[config.mk]
export PLATFORM = sky130hd
export DESIGN_NAME = irq_pending_latch_4ch
export DESIGN_NICKNAME = d
export VERILOG_FILES = /design/src/rtl/irq_pending_latch_4ch_pkg.sv /design/src/rtl/irq_pending_latch_4ch_edge.sv /design/src/rtl/irq_pending_latch_4ch.sv
export SDC_FILE = /design/constraint.sdc
export NUM_CORES = 1
export LEC_CHECK = 0
export CAP_MARGIN = 20
export CORE_UTILIZATION = 37
export DETAILED_ROUTE_END_ITERATION = 10
export HOLD_SLACK_MARGIN = 0.03
export PLACE_DENSITY = 0.72
export SLEW_MARGIN = 20
export SYNTH_ARGS = -nofsm -noshare
export SYNTH_HDL_FRONTEND = slang
export SYNTH_SLANG_ARGS = --single-unit
[constraint.sdc]
create_clock -name clk -period 1.3 [get_ports clk]
set_input_delay 0.26 -clock clk [delete_from_list [all_inputs] [get_ports clk]]
set_output_delay 0.26 -clock clk [all_outputs]
set_load 0.03 [all_outputs]
[src/rtl/irq_pending_latch_4ch_pkg.sv]
// Shared constants and ack-ID encoding for irq_pending_latch_4ch.
// Optional input synchronizer selected by macro IRQ_SYNC_EN.
package irq_pending_latch_4ch_pkg;

    localparam int N_REQ       = 4;
    localparam int ID_W        = $clog2(N_REQ);
    localparam int SYNC_STAGES = 2;

    // Clocks after reset release during which edge detection is blocked
`ifdef IRQ_SYNC_EN
    localparam logic [1:0] POST_RST_CYC = 2'(SYNC_STAGES + 1);
`else
    localparam logic [1:0] POST_RST_CYC = 2'd1;
`endif

    // Channel ID as produced by the encoder (y) and returned on ack_id
    typedef logic [ID_W-1:0] ch_id_t;

    function automatic logic [N_REQ-1:0] id_onehot(input ch_id_t id);
        logic [N_REQ-1:0] one;
        one = N_REQ'(1);
        return one << id;
    endfunction

endpackage

[src/rtl/irq_pending_latch_4ch_edge.sv]
// Single-channel rising-edge detector with optional input synchronizer.
// IRQ_SYNC_EN inserts SYNC_STAGES flops ahead of the edge detect.
module rise_edge_det
    import irq_pending_latch_4ch_pkg::*;
(
    input  logic clk,
    input  logic rst,
    input  logic req,
    input  logic arm,
    output logic evt
);

    logic req_s;
    logic req_prev;

`ifdef IRQ_SYNC_EN
    logic [SYNC_STAGES-1:0] sync;

    always_ff @(posedge clk or posedge rst) begin
        if (rst) sync <= '0;
        else     sync <= {sync[SYNC_STAGES-2:0], req};
    end

    assign req_s = sync[SYNC_STAGES-1];
`else
    assign req_s = req;
`endif

    always_ff @(posedge clk or posedge rst) begin
        if (rst) req_prev <= 1'b0;
        else     req_prev <= req_s;
    end

    // arm stays low until req_prev holds a real post-reset sample
    assign evt = arm & req_s & ~req_prev;

endmodule

[src/rtl/irq_pending_latch_4ch.sv]
// Latches request edges into pending flags cleared by ack, with mask,
// summary irq and sticky overflow. Optional synchronizer: IRQ_SYNC_EN.
module irq_pending_latch_4ch
    import irq_pending_latch_4ch_pkg::*;
(
    input  logic             clk,
    input  logic             rst,
    input  logic [N_REQ-1:0] req_in,
    input  logic [N_REQ-1:0] en_mask,
    input  logic             ack,
    input  logic [ID_W-1:0]  ack_id,
    input  logic             clr_ovf,
    output logic [N_REQ-1:0] pend,
    output logic             irq,
    output logic [N_REQ-1:0] overflow
);

    logic [N_REQ-1:0] evt;
    logic [N_REQ-1:0] pending;
    logic [N_REQ-1:0] ack_hit;
    logic [N_REQ-1:0] ovf_set;
    logic [1:0]       blk_cnt;
    logic             arm;

    always_ff @(posedge clk or posedge rst) begin
        if (rst)
            blk_cnt <= 2'd0;
        else if (!arm)
            blk_cnt <= blk_cnt + 2'd1;
    end

    assign arm = (blk_cnt == POST_RST_CYC);

    for (genvar i = 0; i < N_REQ; i++) begin : g_edge
        rise_edge_det u_det (
            .clk (clk),
            .rst (rst),
            .req (req_in[i]),
            .arm (arm),
            .evt (evt[i])
        );
    end

    assign ack_hit = ack ? id_onehot(ch_id_t'(ack_id)) : '0;
    assign ovf_set = evt & pending & ~ack_hit;

    // A new event beats a same-cycle ack so it is never lost
    always_ff @(posedge clk or posedge rst) begin
        if (rst) begin
            pending  <= '0;
            overflow <= '0;
        end else begin
            pending  <= evt | (pending & ~ack_hit);
            overflow <= (clr_ovf ? '0 : overflow) | ovf_set;
        end
    end

    assign pend = pending & en_mask;
    assign irq  = |pend;

endmodule
After elaboration in Yosys (flattened, before gate mapping) --
Cells that the tools add are included.
Storage, ports and cells: register bits 14, bits of input ports 14, logic and storage cells 32, output and inout bits 9
Operators by class: bitwise operators 19, shifts and indexed selects 1, add/sub/neg operators 1, mux-type cells 2, reductions and logical operators 1, equal/unequal tests 1
Operators by type and width (number):
- bitwise AND 4 bit | 4
- bitwise AND 1 bit | 8
- 2-to-1 mux 4 bit | 2
- OR 4 bit | 2
- inverter 1 bit | 4
- inverter 4 bit | 1
- OR reduction 4 bit | 1
- left shift 1 x 2 -> 4 bit, first input constant | 1
- adder 2 x 1 -> 2 bit, second input constant | 1
- == test 2 x 1 -> 1 bit, second input constant | 1

Logic depth before layout (Yosys ltp) --
word-level depth 6, depth in mapped cells 5, mapped depth without buffers 4

Hierarchy --
From an unflattened synthesis, not the netlist that was laid out.
Second synthesis, totals: cells, all modules 47, area total of the unflattened synthesis 590.6 um^2
By module, submodules not included:
- irq_pending_latch_4ch | sequential area each 250.2 um^2, area each 440.4 um^2, cells each 35, instances 1
- rise_edge_det | sequential area each 25.0 um^2, area each 37.5 um^2, cells each 3, instances 4

Least setup slack after synthesis --
OpenSTA, ideal clock, no wires.
path kind reg-to-output, start point register pending[0], end point output port irq, setup slack -147 ps, arrival time 1187 ps, stages on the path, launching flop included 3, required time 1040 ps, path buffers 0, cells stage by stage dfrtp_1 > and2_1 > or4_4
Between the ends: cells in the longest elaborated chain, start to end 2
RTL lines:
- start: declaration | line irq_pending_latch_4ch.sv:19 | logic [N_REQ-1:0] pending;
- start signal: assignment | line irq_pending_latch_4ch.sv:53 | pending <= evt | (pending & ~ack_hit);
- bitwise AND 4 bit | line irq_pending_latch_4ch.sv:58 | assign pend = pending & en_mask;
- net pend[0] | line irq_pending_latch_4ch.sv:13 | output logic [N_REQ-1:0] pend,
- OR reduction 4 bit | line irq_pending_latch_4ch.sv:59 | assign irq = |pend;
- end: declaration | line irq_pending_latch_4ch.sv:14 | output logic irq,
The timed path passes the listed nets, and every way through them passes these cells.

Worst setup path after layout --
start point input port en_mask[2], end point output port irq
Between the ends: cells in the longest elaborated chain, start to end 2
RTL lines:
- start: declaration | line irq_pending_latch_4ch.sv:9 | input logic [N_REQ-1:0] en_mask,
- bitwise AND 4 bit | line irq_pending_latch_4ch.sv:58
- OR reduction 4 bit | line irq_pending_latch_4ch.sv:59
Every way passes these cells.

==> summary.txt <==
Yosys
  • Sequential fraction of the synthesis area: 0.594
  • Syn Nets: 63
  • Mean Syn Cell Area: 12.3 um^2
  • #FFs+latches synth: 14
  • Post-synth cell types: 18
  • Yosys warnings: 0
  • Mapped cell area: 589 um^2
  • Mapped Cells: 48

Finish
  • Final net count: 95
  • Multi-input logic area: 214 um^2
  • # fillers: 136
  • Ratio of cells with drive above 1 in the final layout: 0.269
  • Area delta synth->final: 48.6%
  • Sequential cell area: 350 um^2
  • Ant diodes: 0

Floorplanning
  • Die ar.: 0.00176 mm^2
  • Die Ht: 41.9 um
  • Num rows: 14
  • # IOs: 23
  • Core ar.: 0.00149 mm^2
  • Die Width: 41.9 um
  • Initial Util: 0.396

Global routing
  • Vias in the first global route: 457
  • Largest net degree at the start of global routing: 15
  • First-pass GRT wire length: 1850 um
  • GRT Total Usage: 0.143
  • Initial antenna violation count: 0
  • Total gr overflow: 0

Worst setup path
  • Worst r2r src: blk_cnt[0]
  • R2r endpoint: overflow[3]
  • Startpoint types: primary input
  • CP endpoint: irq
  • Cells on worst reg2reg path: 3
  • R2r setup slk: 0.17 ns
  • Critical path class: primary input to primary output
  • Critical Path RT: 1.04 ns
  • Worst EP arrival: 1.48 ns
  • Crit. Startpoint: en_mask[2]
  • CP max FO: 2
  • Endpoint class of the critical path: primary output

Outcome
  • Violated checks: setup timing
  • Status: finished, violations left

STA
  • Final setup fails: 1
  • Final WS setup: -0.441 ns
  • Unrepaired setup endpoints after global routing: yes
  • Slew @ Worst Pin: 0.292 ns
  • Tmin final: 1.74 ns
  • Fin Hold WS: 0.279 ns
  • Achievable frequency: 574 MHz
  • Slew margin rel.: 0.806
  • TNS Setup: -0.441 ns
  • Slew Limit Fails: 0
  • Final Hold Viols: 0
  • Clock Skew: 0.00620 ns
  • Final worst path period share: 1.34

Power
  • Power density cells: 1110 mW/mm^2
  • Worst vdd ir: 753 uV
  • Leakage: 0.429 nW

CTS
  • CTS Buffer Depth: 2
  • Clock sink count: 14
  • CTS Buf Count: 3
  • TritonCTS clock tree: yes
  • Clk Latency, worst-skew pair: 0.27 ns
  • Worst-path clk slew: 0.08 ns
  • Setup bufs post-CTS: 0
  • Clk root buf: clkbuf_4
  • H-tree Lvls: 1

Placed design
  • GPL Wtd Cong: 0.702
  • Hpwl dp: 907 um
  • Port buffer count: 22

Routing
  • Routed WL per cell: 12.2 um
  • Via count: 463
  • DRC viols: 0
  • DRT Pass-1 Iters: 3
  • DRT Wirelength: 1150 um
  • Via density per instance: 4.93
  • ANT nets after route: 0
  • Initial DRC Count: 7

Hold path
  • Hold Path Class: primary input to async pin

Run
  • Max-Cap Viols: 0
cell usage in the layout, fill, tap and decap left out:
cell	Yosys	routed
nand4b_1	3	3
and3b_1	3	3
clkdlybuf4s50_1	0	13
and2_1	2	1
or4_4	1	1
mux2i_1	1	1
buf_4	0	12
and2_4	2	3
clkbuf_4	0	3
nand2_1	3	3
a21o_1	1	1
xnor2_1	1	1
inv_1	6	6
nor3b_1	1	1
clkbuf_2	0	1
a32o_1	1	1
clkdlybuf4s15_1	0	1
o2bb2ai_1	3	3
dfrtp_1	14	14
ha_1	1	1
buf_6	0	1
nand3_1	1	1
o22ai_1	3	3
per-layer routing:
| layer | global-route usage | routed length (um) | vias to the layer above |
|---|---|---|---|
| met5 | 0 | 0 | - |
| met4 | 0.0581 | 0 | 0 |
| met3 | 0.0522 | 80 | 0 |
| met2 | 0.231 | 547 | 15 |
| met1 | 0.170 | 516 | 215 |
| li1 | - | - | 233 |
logic make-up after synthesis:
| logic type | after synthesis | share of synthesized area |
|---|---|---|
| flip-flops | 14 | 0.594 |
| multiplexers | 1 | 0.0170 |
| AO/OA/AOI/OAI | 8 | 0.106 |
| AND/OR/NAND/NOR | 16 | 0.200 |
| XOR/XNOR | 1 | 0.0149 |
| adder cells (fa/ha/maj) | 1 | 0.0212 |
| buffers and inverters | 7 | 0.0467 |
worst min path at each step:
stage          slack (ns)  depth (start not counted)     endpoint
3_3_place_gp         0.42                          1   pending[1]
4_1_cts              0.29                          3  overflow[3]
2_1_floorplan        0.15                          1   blk_cnt[0]
3_5_place_dp         0.43                          1   pending[2]
5_1_grt              0.32                          3  overflow[3]
6_report             0.28                          3  overflow[3]
timing repair:
action                                  CTS  global route
resized for setup                         9             3
endpoints found under the setup margin    3             3
hold buffers                              0             0
Yosys cell counts:
cell	number	area (um^2)
or4_4	1	11.3
and3b_1	3	26.3
inv_1	6	22.5
o2bb2ai_1	3	26.3
o22ai_1	3	18.8
dfrtp_1	14	350
nor3b_1	1	7.51
a21o_1	1	7.51
nand4b_1	3	26.3
mux2i_1	1	10.0
a32o_1	1	10.0
and2_1	2	12.5
buf_2	1	5.00
xnor2_1	1	8.76
ha_1	1	12.5
nand3_1	1	5.00
and2_4	2	17.5
nand2_1	3	11.3
worst max-delay path: stages:
cell	delay, ns
clkdlybuf4s50_1	0.39
and2_4	0.16
or4_4	0.52
buf_6	0.15
per-stage QoR:
stage / worst slack, ns / utilization / cell area [um^2] / power [W] / cells
after global placement: -0.883 / 0.576 / 857 / 0.000749 / 91
after global routing: -0.466 / 0.588 / 876 / 0.00102 / 94
final: -0.441 / 0.588 / 876 / 0.000971 / 94
after floorplan: -0.100 / - / 592 / 0.000622 / 48
after detailed placement: -0.887 / 0.576 / 857 / 0.000752 / 91
after CTS: -0.445 / 0.590 / 878 / 0.000985 / 94
report_power, final:
part	switching, W	internal [W]	leakage, nW
Clock	0.000127	0.000107	0.0138
Sequential	0.0000170	0.000469	0.162
Combinational	0.000120	0.000130	0.253
final cells by class:
type	instances	area share
Clock buffer	3	0.0257
Inverter	6	0.0257
Multi-Input combinational cell	27	0.244
Sequential cell	14	0.400
Tap cell	16	0.0229
Timing Repair Buffer	28	0.281
state kept, by name, summed over array words and instances (netlist names):
register	cells
blk_cnt	2
pending	4
overflow	4
g_edge.u_det.req_prev	4
(Power assumes the default switching activity.)
